<file path="src/rtl/truth_table_sweeper.sv">
// Truth-table sweeper: drives 0..2**N_IN-1 onto a combinational block, settles, and captures its output.
// Optional build macro TTS_COMPARE_EN adds ref_o and a dut_o/ref_o mismatch counter.
module truth_table_sweeper #(
  parameter int unsigned N_IN       = 4,
  parameter int unsigned SETTLE_CYC = 1
) (
  input  logic                 clk,
  input  logic                 rst_n,
  input  logic                 start,
  input  logic                 abort,
  output logic [N_IN-1:0]      stim,
  input  logic                 dut_o,
`ifdef TTS_COMPARE_EN
  input  logic                 ref_o,
  output logic [N_IN:0]        mismatch,
`endif
  output logic                 busy,
  output logic                 done,
  output logic [2**N_IN-1:0]   tt
);

  localparam int unsigned TT_W  = 2**N_IN;
  localparam int unsigned CNT_W = 4;
  localparam logic [N_IN-1:0]  LAST_VEC   = N_IN'(TT_W - 1);
  localparam logic [CNT_W-1:0] SETTLE_VAL = CNT_W'(SETTLE_CYC);
`ifdef TTS_COMPARE_EN
  localparam logic [N_IN:0]    MM_MAX     = (N_IN+1)'(TT_W);
`endif

  typedef enum logic [1:0] {
    S_IDLE   = 2'd0,
    S_HOLD   = 2'd1,
    S_SAMPLE = 2'd2,
    S_DONE   = 2'd3
  } state_t;

  state_t           state;
  logic [CNT_W-1:0] cnt;

  // Sweep sequencer; abort outranks every non-idle action, including the sample write.
  always_ff @(posedge clk or negedge rst_n) begin
    if (!rst_n) begin
      state    <= S_IDLE;
      stim     <= '0;
      busy     <= 1'b0;
      done     <= 1'b0;
      tt       <= '0;
      cnt      <= '0;
`ifdef TTS_COMPARE_EN
      mismatch <= '0;
`endif
    end else begin
      done <= 1'b0;
      if (abort && (state != S_IDLE)) begin
        state <= S_IDLE;
        busy  <= 1'b0;
        stim  <= '0;
      end else begin
        case (state)
          S_IDLE: begin
            if (start) begin
              state    <= S_HOLD;
              stim     <= '0;
              tt       <= '0;
              busy     <= 1'b1;
              cnt      <= SETTLE_VAL;
`ifdef TTS_COMPARE_EN
              mismatch <= '0;
`endif
            end
          end
          S_HOLD: begin
            if (cnt != '0) cnt <= cnt - CNT_W'(1);
            else           state <= S_SAMPLE;
          end
          S_SAMPLE: begin
            tt[stim] <= dut_o;
`ifdef TTS_COMPARE_EN
            if ((dut_o != ref_o) && (mismatch != MM_MAX))
              mismatch <= mismatch + (N_IN+1)'(1);
`endif
            // Terminal vector ends the sweep instead of wrapping stim.
            if (stim == LAST_VEC) begin
              state <= S_DONE;
            end else begin
              stim  <= stim + N_IN'(1);
              cnt   <= SETTLE_VAL;
              state <= S_HOLD;
            end
          end
          S_DONE: begin
            done  <= 1'b1;
            busy  <= 1'b0;
            stim  <= '0;
            state <= S_IDLE;
          end
          default: state <= S_IDLE;
        endcase
      end
    end
  end

endmodule
</file>
<file path="config.mk">
export PLATFORM = sky130hd
export DESIGN_NAME = truth_table_sweeper
export DESIGN_NICKNAME = d
export VERILOG_FILES = /design/src/rtl/truth_table_sweeper.sv
export SDC_FILE = /design/constraint.sdc
export NUM_CORES = 1
export LEC_CHECK = 0
export BUFFER_PORTS_ARGS = -buffer_cell sky130_fd_sc_hd__buf_2
export CELL_PAD_IN_SITES_DETAIL_PLACEMENT = 0
export CELL_PAD_IN_SITES_GLOBAL_PLACEMENT = 1
export CORE_ASPECT_RATIO = 0.75
export CORE_MARGIN = 2
export CORE_UTILIZATION = 38
export CTS_CLUSTER_DIAMETER = 120
export DETAILED_ROUTE_END_ITERATION = 10
export HOLD_SLACK_MARGIN = 0.02
export PLACE_DENSITY_LB_ADDON = 0.15
export REMOVE_ABC_BUFFERS = 1
export SKIP_LAST_GASP = 1
export SLEW_MARGIN = 20
export SYNTH_ARGS = -nofsm -noshare
export SYNTH_HDL_FRONTEND = slang
export SYNTH_SLANG_ARGS = --single-unit
</file>
<file path="constraint.sdc">
create_clock -name clk -period 1.7 [get_ports clk]
set_input_delay 0.425 -clock clk [delete_from_list [all_inputs] [get_ports clk]]
set_output_delay 0.425 -clock clk [all_outputs]
set_load 0.05 [all_outputs]
</file>
# Word level (Yosys, flattened, before mapping)
# Index checks and enable logic that the tools add are counted.
# W data, S select, Z words.
word_totals:
  ff_bits: 28
  in_bits: 5
  output_inout_bits: 22
  elab_cells: 58
op_classes:
  n_addsub: 2
  n_lt_le_gt_ge: 2
  n_eq_ne: 10
  muxes: 23
  n_bitwise: 1
  reduce_logical: 14
op_table:
  columns: ["operator", "count"]
  rows:
  - ["$pmux W16 S2", 1]
  - ["$mux W4", 6]
  - ["$pmux W4 S3", 2]
  - ["$bwmux W16", 1]
  - ["$mux W16", 1]
  - ["$ne A3 B3 Y1 const B", 3]
  - ["$mux W2", 4]
  - ["$pmux W2 S4", 1]
  - ["$reduce_bool A4 Y1", 2]
  - ["$ne A2 B2 Y1 const B", 3]
  - ["$reduce_and A3 Y1", 2]
  - ["$reduce_bool A3 Y1", 2]
  - ["$lt A4 B5 Y1 const B", 1]
  - ["$mux W1", 5]
  - ["$reduce_and A5 Y1", 1]
  - ["$add A4 B1 Y4 const B", 1]
  - ["$demux W1 S4", 1]
  - ["$eq A2 B2 Y1 const B", 2]
  - ["$eq A4 B4 Y1 const B", 1]
  - ["$ge A4 B1 Y1 const B", 1]
  - ["$reduce_and A2 Y1", 2]
  - ["$reduce_bool A2 Y1", 2]
  - ["$sub A4 B1 Y4 const B", 1]
  - ["$eq A2 B1 Y1 const B", 1]
  - ["other kinds (4)", 5]

# Depth between registers and ports, before layout
depth:
  word_depth: 6
  depth_mapped: 8
  depth_no_buf: 6

# Worst setup path before layout
# Ideal clock, no wire load.
synth_timing:
  kind: "register to register"
  start: "register stim[1]"
  end: "register cnt[1]"
  setup_time_ns: 0.079
  arrival_time_ns: 1.792
  required_time_ns: 1.621
  slack_ns: -0.171
  stages_incl_launch_ff: 7
  path_buffers: 1
  period_less_slack_ns: 1.871
  path_cell_list: "dfrtp_1 > ha_1 > buf_2 > nand4_2 > and4b_1 > o21ai_2 > mux2i_1"
synth_between:
  elab_chain_cells: 3
synth_rtl:
  columns: ["element", "line_no", "rtl"]
  rows:
  - ["from (decl)", "11", "output logic [N_IN-1:0] stim,"]
  - ["from (signal assigned)", "86", "stim <= stim + N_IN'(1);"]
  - ["$eq A4 B4 Y1", "83", "if (stim == LAST_VEC) begin"]
  - ["$ne A2 B2 Y1 (no source line)", null, null]
  - ["$reduce_and A5 Y1 (no source line)", null, null]
  - ["to (signal assigned)", "73", "if (cnt != '0) cnt <= cnt - CNT_W'(1);"]
  - ["to (decl)", "38", "logic [CNT_W-1:0] cnt;"]
# No other way between the ends.
# A chain may end at the register's enable or synchronous reset.

# Worst setup path in the final report
layout_timing:
  start: "register state[0]"
  end: "register cnt[1]"
layout_between:
  elab_chain_cells: 4
  elab_cells_between_ends: 12
  classes_between: "5 x eq/ne; 1 x mux; 1 x bitwise; 5 x reduce/logical"
layout_rtl:
  columns: ["element", "line_no", "rtl"]
  rows:
  - ["from (decl)", "37", "state_t state;"]
  - ["from (signal assigned)", "43", "state <= S_IDLE;"]
  - ["from (signal assigned)", "55", "state <= S_IDLE;"]
  - ["from (signal assigned)", "62", "state <= S_HOLD;"]
  - ["parallel branches: the longest is 4 deep, another holds $reduce_and A5 Y1", null, null]
# Parallel ways; which one is timed is not known.

==> results.py <==
metrics = {
    "run_status": {
        "run_status": "complete, no violations",
    },
    "timing": {
        "final_period_minus_worst_setup_slack_ns": 1.66,
        "fin_skew_ns": 0.00724,
        "final_max_slew_viol_count": 0,
        "setup_violations": 0,
        "relSlewSlack_pct": 56.8,
        "finalHoldViolations": 0,
        "tightest_slew_ns": 0.649,
        "layout_worst_path_cycle_share_pct": 97.7,
        "setup_repair_after_global_routing_missed_its_margin": "yes",
        "maxClockFrequency_mhz": 602,
    },
    "clock_tree": {
        "buffer_levels_on_the_longest_clock_path": 2,
        "clock_latency_of_the_later_clocked_register_in_the_worst_skew_pair_ns": 0.28,
        "htree_num_levels": 1,
        "cts_buffers": 3,
        "cts.clk_slew.worst_paths_ns": 0.11,
        "cts_tree": "built",
        "clk_root_buffer_cell": "sky130_fd_sc_hd__clkbuf_8",
        "clkSinkCount": 28,
    },
    "die": {
        "initial_core_util_pct": 40.5,
        "io-pin-count": 27,
        "die_width_um": 80.6,
        "fp.dieH_um": 61.5,
        "core-area_um2": 4130,
        "dieArea_um2": 4960,
        "fp-row-count": 20,
    },
    "setup_path": {
        "cp-end-kind": "flop",
        "worstSetupPathType": "reg -> reg",
        "crit_path_max_fanout": 6,
        "critical_path.startpoint_type": "flop",
        "critPathLaunch": "state[0]$_DFFE_PN0P_",
        "timing.critical_path.required_ns": 1.91,
        "cp.arrival_ns": 1.87,
        "r2r_start": "state[0]$_DFFE_PN0P_",
    },
    "job": {
        "max-cap-violations": 0,
    },
    "place": {
        "port_buffers": 26,
        "dp_hpwl_mm": 3.16,
        "last_weighted_congestion_value_of_the_routability_driven_placer": 0.876,
    },
    "detailed_routing": {
        "drtAntennaViolNets": 0,
        "via_count": 1504,
        "routed_via_density": 5.41,
        "wl_per_cell_um": 15.7,
        "drtPass1Iterations": 4,
        "drc": 0,
        "detailedRoute.firstIterationViolations": 120,
        "routed_wirelength_mm": 4.38,
    },
    "global_route": {
        "grtUsageTotal_pct": 18.9,
        "grt_pass1_vias": 1479,
        "overflow": 0,
        "grt_max_degree": 29,
        "grt_pass1_wl_mm": 7.11,
        "grt_antenna_before_repair": 0,
    },
    "synthesis": {
        "yosys.cell_types.count": 43,
        "post_synth_inst_count": 176,
        "synth.ff_latch_count": 28,
        "ys.flop_type": "sky130_fd_sc_hd__dfrtp_1",
        "number_of_synthesis_warnings": 0,
        "yosysSeqAreaShare_pct": 41.9,
        "synthesis.area_um2": 1670,
        "synth-edff-count": 0,
        "syn-mean-instance-area_um2": 9.51,
        "synth_async_sr_flop_share_pct": 100,
    },
    "pwr": {
        "pwr_density_cell_nw_per_um2": 1340,
        "total_power_mw": 2.91,
        "power.static_leakage_nw": 1.04,
        "peakVddDrop_uv": 699,
    },
    "final_layout": {
        "area_delta_synth_final_pct": 29.2,
        "finish.utilization_pct": 52.4,
        "antennaDiodeCount": 0,
        "layout_common_cells": "28 x sky130_fd_sc_hd__dfrtp_1, 26 x sky130_fd_sc_hd__buf_2, 22 x sky130_fd_sc_hd__buf_4",
        "drive_gt1_share_pct": 34.1,
        "number_of_nets_at_the_end_of_the_flow": 241,
        "final_common_cell": "sky130_fd_sc_hd__dfrtp_1",
    },
    "worst_hold_path": {
        "hold_path.class": "in -> async",
    },
}
-- logic make-up (layout without fill, tap and decap cells) --
kind of cell | count (synthesis) | count (layout) | share of synthesized area, %
AOI/OAI and AO/OA | 69 | 69 | 26.7
adders and majority gates | 12 | 12 | 8.97
DFF | 28 | 28 | 41.9
and+or+nand+nor | 48 | 48 | 16.7
muxes | 3 | 3 | 1.87
buffers and inverters | 16 | 63 | 3.96
-- report_power, final --
group	switching [mW]	internal (mW)	total, mW
clock network	0.226	0.316	0.541
logic	0.904	0.630	1.53
registers	0.0760	0.756	0.832
total	1.21	1.70	2.91
-- area by class of cell --
type,count,area (µm²)
fillers,374,1970
inverters,10,40.0
repair buffers,49,315
flip-flops and latches,28,701
multi-input cells,132,967
clock buffers,3,41.3
well taps,55,68.8
clock inverters,1,30.0
-- synthesized netlist by cell type, types with 2 or more instances --
cell / number / area, µm²
sky130_fd_sc_hd__o21ai_0: 8 / 40.0
sky130_fd_sc_hd__o31ai_1: 5 / 37.5
sky130_fd_sc_hd__ha_1: 12 / 150
sky130_fd_sc_hd__o21ai_1: 18 / 90.1
sky130_fd_sc_hd__o22ai_1: 2 / 12.5
sky130_fd_sc_hd__dfrtp_1: 28 / 701
sky130_fd_sc_hd__nand4_1: 2 / 12.5
sky130_fd_sc_hd__nand2b_1: 5 / 31.3
sky130_fd_sc_hd__and2_1: 2 / 12.5
sky130_fd_sc_hd__a21oi_1: 18 / 90.1
sky130_fd_sc_hd__inv_1: 9 / 33.8
sky130_fd_sc_hd__o211ai_1: 2 / 15.0
sky130_fd_sc_hd__or2_1: 2 / 12.5
sky130_fd_sc_hd__nor2b_1: 2 / 12.5
sky130_fd_sc_hd__and2b_1: 2 / 15.0
sky130_fd_sc_hd__nand3_1: 3 / 15.0
sky130_fd_sc_hd__a22o_1: 2 / 17.5
sky130_fd_sc_hd__a21o_1: 2 / 15.0
sky130_fd_sc_hd__o41ai_1: 2 / 17.5
sky130_fd_sc_hd__nand3b_1: 5 / 37.5
sky130_fd_sc_hd__o31ai_2: 2 / 25.0
sky130_fd_sc_hd__mux2i_1: 2 / 20.0
sky130_fd_sc_hd__nor3_1: 2 / 10.0
sky130_fd_sc_hd__nor2_1: 4 / 15.0
sky130_fd_sc_hd__and3_1: 2 / 12.5
sky130_fd_sc_hd__buf_2: 5 / 25.0
sky130_fd_sc_hd__nand2_1: 12 / 45.0
-- timing repair --
item                                    4_1_cts  5_1_grt
hold endpoints to repair                      0        0
pin swaps                                     1        1
endpoints found under the setup margin        4       25
gates resized for setup                       3       15
hold buffers                                  0        0
buffers inserted                              0        6
-- critical path, stage by stage, from the launching register on --
cell,delay (ns)
sky130_fd_sc_hd__dfrtp_1,0.41
sky130_fd_sc_hd__inv_2,0.08
sky130_fd_sc_hd__buf_4,0.12
sky130_fd_sc_hd__ha_2,0.20
sky130_fd_sc_hd__nand4_4,0.14
sky130_fd_sc_hd__and4b_2,0.31
sky130_fd_sc_hd__o21ai_2,0.11
sky130_fd_sc_hd__mux2i_1,0.21
-- metrics by stage --
stage               instance area (µm²)  cells  setup slack [ns]  hold WS (ns)  TNS [ns]
floorplan                          1650    170            -0.191         0.129     -2.67
global placement                   1980    268            0.0302         0.473         0
detailed placement                 1980    268           -0.0109         0.485   -0.0159
CTS                                2070    272           0.00505         0.171         0
global route                       2160    278           -0.0353         0.199    -0.112
finish                             2160    278            0.0397         0.154         0
-- layer usage --
metal	vias to the layer above	routed length, µm	track usage (%)
li1	736	-	-
met1	721	2190	27.3
met2	41	1930	28.5
met3	6	206	3.96
met4	0	53	6.54
met5	-	0	0
-- registers in the layout (all words and copies together) (netlist names) --
register and flops:
busy 1, stim 4, cnt 4, tt 16, done 1, state 2
-- worst paths after layout --
kind | to | slack, ns | cells past startpoint
min in group clk | state[0]$_DFFE_PN0P_ | 0.45 | 3
setup reg to reg | cnt[1]$_DFFE_PN0P_ | 0.04 | 7
setup / recovery | cnt[1]$_DFFE_PN0P_ | 0.04 | 7
hold reg to reg | tt[4]$_DFFE_PN0P_ | 0.51 | 2
hold / removal | tt[11]$_DFFE_PN0P_ | 0.15 | 1
max in group asynchronous | cnt[2]$_DFFE_PN0P_ | 1.12 | 1
No activity file was read; power rests on OpenSTA's default activity.
